File: src/rtl/seg7_pkg.sv
// Shared constants for the 7-segment displays:
// hex font, dark patterns and digit count.
package seg7_pkg;

  localparam int NUM_DIGITS = 8;

  localparam logic [6:0] SEG_OFF = 7'h7F;
  localparam logic [7:0] AN_OFF  = 8'hFF;

  // Active-low {g,f,e,d,c,b,a} for 0..F
  localparam logic [6:0] HEX_FONT [16] = '{
    7'h40, 7'h79, 7'h24, 7'h30,
    7'h19, 7'h12, 7'h02, 7'h78,
    7'h00, 7'h10, 7'h08, 7'h03,
    7'h46, 7'h21, 7'h06, 7'h0E
  };

endpackage

File: src/rtl/hex_to_seg7.sv
// Nibble to active-low 7-segment pattern.
// Combinational; shared with the LED/debug displays.
module hex_to_seg7
  import seg7_pkg::*;
(
  input  logic [3:0] nib,
  output logic [6:0] seg
);

  assign seg = HEX_FONT[nib];

endmodule

File: src/rtl/seg_scan_display.sv
// Time-multiplexed 8-digit hex display of the CPU result word,
// with a once-per-frame snapshot and flags on decimal points.
module seg_scan_display
  import seg7_pkg::*;
#(
  parameter int SCAN_DIV = 100000,
  parameter bit BLANK_LZ = 1'b0
) (
  input  logic                  clka,
  input  logic                  rsta,
  input  logic [31:0]           dina,
  input  logic                  zfa,
  input  logic                  ofa,
  input  logic                  hold,
  output logic [NUM_DIGITS-1:0] an,
  output logic [6:0]            seg,
  output logic                  dp
);

  localparam int DW = (SCAN_DIV > 1) ? $clog2(SCAN_DIV) : 1;
  localparam logic [DW-1:0] DIV_MAX = DW'(SCAN_DIV - 1);

  logic [DW-1:0] div;
  logic [2:0]    digit;
  logic [31:0]   snap_data;
  logic          snap_z;
  logic          snap_o;

  logic          div_end;
  logic          frame_end;
  logic [3:0]    nib;
  logic [6:0]    font_seg;
  logic          blank;

  logic [NUM_DIGITS-1:0] an_nx;
  logic [6:0]            seg_nx;
  logic                  dp_nx;

  assign div_end   = (div == DIV_MAX);
  assign frame_end = div_end && (digit == 3'd7);
  assign nib       = snap_data[{digit, 2'b00} +: 4];

  hex_to_seg7 u_font (
    .nib (nib),
    .seg (font_seg)
  );

  // Leading zero: this nibble and all above it are zero
  always_comb begin
    blank = 1'b0;
    if (BLANK_LZ && digit != 3'd0)
      blank = ((snap_data >> {digit, 2'b00}) == 32'd0);
  end

  always_comb begin
    an_nx  = AN_OFF;
    seg_nx = SEG_OFF;
    dp_nx  = 1'b1;
    if (!blank) begin
      an_nx[digit] = 1'b0;
      seg_nx       = font_seg;
      dp_nx        = ~((digit == 3'd0 && snap_z) ||
                       (digit == 3'd7 && snap_o));
    end
  end

  always_ff @(posedge clka) begin
    if (rsta) begin
      div       <= '0;
      digit     <= '0;
      snap_data <= '0;
      snap_z    <= 1'b0;
      snap_o    <= 1'b0;
      an        <= AN_OFF;
      seg       <= SEG_OFF;
      dp        <= 1'b1;
    end else begin
      div <= div_end ? '0 : div + 1'b1;
      if (div_end)
        digit <= digit + 3'd1;
      if (frame_end && !hold) begin
        snap_data <= dina;
        snap_z    <= zfa;
        snap_o    <= ofa;
      end
      an  <= an_nx;
      seg <= seg_nx;
      dp  <= dp_nx;
    end
  end

endmodule
File: config.mk
export PLATFORM = sky130hd
export DESIGN_NAME = seg_scan_display
export DESIGN_NICKNAME = d
export VERILOG_FILES = /design/src/rtl/seg7_pkg.sv /design/src/rtl/hex_to_seg7.sv /design/src/rtl/seg_scan_display.sv
export SDC_FILE = /design/constraint.sdc
export NUM_CORES = 1
export LEC_CHECK = 0
export ABC_AREA = 1
export ABC_CLOCK_PERIOD_IN_PS = 4100
export BUFFER_PORTS_ARGS = -buffer_cell sky130_fd_sc_hd__buf_4
export CAP_MARGIN = 20
export CORE_MARGIN = 8
export CORE_UTILIZATION = 35
export CTS_BUF_LIST = sky130_fd_sc_hd__clkbuf_4 sky130_fd_sc_hd__clkbuf_8
export CTS_CLUSTER_DIAMETER = 30
export CTS_CLUSTER_SIZE = 12
export DETAILED_ROUTE_END_ITERATION = 10
export GPL_TIMING_DRIVEN = 0
export PLACE_DENSITY = 0.6
export SKIP_CTS_REPAIR_TIMING = 1
export SLEW_MARGIN = 20
export SYNTH_ARGS = -nofsm -noshare
export SYNTH_HDL_FRONTEND = slang
export SYNTH_SLANG_ARGS = --single-unit
File: constraint.sdc
create_clock -name clka -period 4.1 [get_ports clka]
set_clock_uncertainty 0.15 [all_clocks]
set_input_delay 0 -clock clka [delete_from_list [all_inputs] [get_ports clka]]
set_output_delay 0 -clock clka [all_outputs]
set_load 0.01 [all_outputs]
==> run metrics <==
status=complete, no violations; Async SR Flop Fraction=0%; Syn. warnings=0; hold slack=roughly 180 ps; Max Fclk=434.1 MHz; Util after Layout=47.24%; I/O pins=53; Post-Syn Area=~0.0034 mm^2; worst-path maximum fanout=10; top-area cell type share of the netlist area=41.36%; Crit path largest cell delay=430 ps; maximum ir drop on the vdd rail=143.6 uV; Finished Layout Cells=740; commonest register cell after synthesis=dfxtp_1; Iteration-0 DRC Markers=123; Clk pin slew, worst setup/hold paths=80 ps; hpwl dp=roughly 6200 um; chip width=approximately 110 um; Buffers on Ports=52; Final TNS setup=0 ps; RSZ-0062 raised after global routing=no; largest cells by area after synthesis=dfxtp_1 41%, nand2_1 17%, nor2_1 9.7%; final net count=about 650; Post-synth EDFFs=0; Post-synth top cells=156 x nand2_1, 88 x nor2_1, 70 x dfxtp_1; Top cell by count, worst path=nand2_1; sequential share of power=a little under half; startpoint types=register; area growth from synthesis to layout=33.75%; clock sinks=70; routability congestion estimate=0.8574; Unique masters post-synth=30; CP required=4170 ps; Worst Path Arrival=2380 ps; Setup Viol. Count Final=0; first-pass GRT wire length=13,890 um; H-tree depth=3; drt drc=0; first drt pass iteration count=4; Worst path slowest cell=dfxtp_1; GRT overflow=0; CP bufs+invs=2; Sw Ratio=between 20% and 30%; kind of critical path=register to register; cells after synthesis=504; placed cells=689; number of global-route vias before repair=3,030; P_sw=~300 uW; Leak=2.202 nW; Die ar.=between 0.01 and 0.015 mm^2; Final Max Slew Viols=0; post-route minimum period=2303 ps; DRT antenna net count=0; largest net degree at the start of global routing=13; most common cell in the netlist=nand2_1; area leader, netlist=dfxtp_1; number of diodes=0; P per Cell Area=317.7 mW/mm^2; Synth Register Bits=70; core area=between 0.009 and 0.01 mm^2; layout cells sized above 1=a little under a fifth; Hold Crit Class=input port to register; CTS tree=done; Tcrit/Tclk final=a little under three fifths; Mean Syn Cell Area=between 6 and 7 um^2; Power Total=1.440 mW; Site Rows=36; Initial Utilization=35.32%; Via Count=3,249; Syn Nets=550; max-cap viol count=0; CTS buffer count=9; DR WL/cell=11.60 um; power share of the clock group=46.4%; clk_lat worst skew=roughly 350 ps; sequential share of the synthesized area=41.36%; GRT Overall Usage=13.37%; initial antenna violation count=0; internal power component=approximately 1.1 mW; Critical Path Sink Type=register; delay-heaviest family, CP=simple AND/OR/NAND/NOR gates; crit-path cells=buf_4, nand2_1, o211ai_1, nand2_1, nor2_1, inv_1, ha_1, o21ai_1, nand2_1, nand2_1, nand3_1; CTS root buffer=clkbuf_8; slew at the pin closest to its max-slew limit=between 500 and 600 ps; Slew Limit Headroom=63.62%; Comb power frac=under 10%; Via density=around 4.4; CTS Buffer Depth=2; Die Y-Extent=114.4 um; Final Hold Violating Endpoints=0; routed wire length=about 8600 um
## layer usage
| metal | global-route usage (%) | share of wire [%] | up-vias |
|---|---|---|---|
| met3 | 3.270 | 5.3 | 10 |
| met4 | 6.655 | 1.8 | 0 |
| met2 | 20.54 | 45 | 72 |
| met1 | 17.03 | 48 | 1437 |
| met5 | 0 | 0 | - |
| li1 | - | - | 1730 |
## per-stage QoR
stage	setup WS, ps	instance area [um^2]
3_5_place_dp	1800	3945
5_1_grt	1443	4532
4_1_cts	1776	4182
3_3_place_gp	1814	3945
2_1_floorplan	2226	3388
6_report	1797	4532
## tightest hold or removal path: stages
cell and delay (ps):
buf_4 90, nor2_1 40, nand4_2 150, buf_4 220
nand2_1 60, nand2_1 50, nor2_1 30
## flip-flops by register name, indices dropped and copies added, names as in the netlist
name	flops
snap_data	32
seg	7
digit	3
an	8
snap_z	1
div	17
dp	1
snap_o	1
## path summary, 6_finish.rpt
path	from	depth (start not counted)	slack [ps]	end
worst max register to register	digit[0]$_SDFFE_PP0N_	11	1800	seg[3]$_SDFF_PP1_
worst max-delay path	digit[0]$_SDFFE_PP0N_	11	1800	seg[3]$_SDFF_PP1_
worst min-delay path	hold	7	180	snap_data[13]$_SDFFE_PP0P_
worst min register to register	div[0]$_SDFF_PP0_	1	290	div[0]$_SDFF_PP0_
## cells by family (layout without fill, tap and decap cells)
family,Yosys count,after routing,synth area share [%]
simple gates,316,316,39.96
buf+inv,80,183,10.08
flops,70,70,41.36
compound gates,24,24,3.988
fa+ha+maj,9,9,3.324
xor+xnor,5,5,1.292
## placed cells by master, fill, tap and decap left out, types with 8 or more instances in the layout
| cell | netlist | layout |
|---|---|---|
| dfxtp_1 | 70 | 70 |
| dlygate4sd3_1 | 0 | 35 |
| a21oi_1 | 9 | 9 |
| inv_1 | 57 | 57 |
| nor2_1 | 88 | 88 |
| clkbuf_8 | 0 | 9 |
| nand3_1 | 31 | 31 |
| nand2_1 | 156 | 156 |
| ha_1 | 9 | 9 |
| nor2_2 | 15 | 15 |
| o21ai_0 | 8 | 8 |
| nand4_1 | 8 | 8 |
| buf_4 | 4 | 56 |
## layout make-up
| type | count | area [um^2] |
|---|---|---|
| clock inverters | 7 | 112.6 |
| inverters | 65 | 244.0 |
| plain buffers | 15 | 97.59 |
| flip-flops and latches | 70 | 1401 |
| multi-input cells | 354 | 1645 |
| repair buffers | 87 | 740.7 |
| fillers | 980 | 5062 |
| well taps | 133 | 166.4 |
| clock buffers | 9 | 123.9 |
## power groups by stage
stage / clock network [mW] / logic, mW / registers, mW
2_1_floorplan: 0 / 0.0156 / 0.706
3_3_place_gp: 0 / 0.0565 / 0.704
3_5_place_dp: 0 / 0.0573 / 0.704
4_1_cts: 0.685 / 0.0573 / 0.688
5_1_grt: 0.720 / 0.0920 / 0.689
6_report: 0.668 / 0.0838 / 0.688
(Power assumes the default switching activity.)
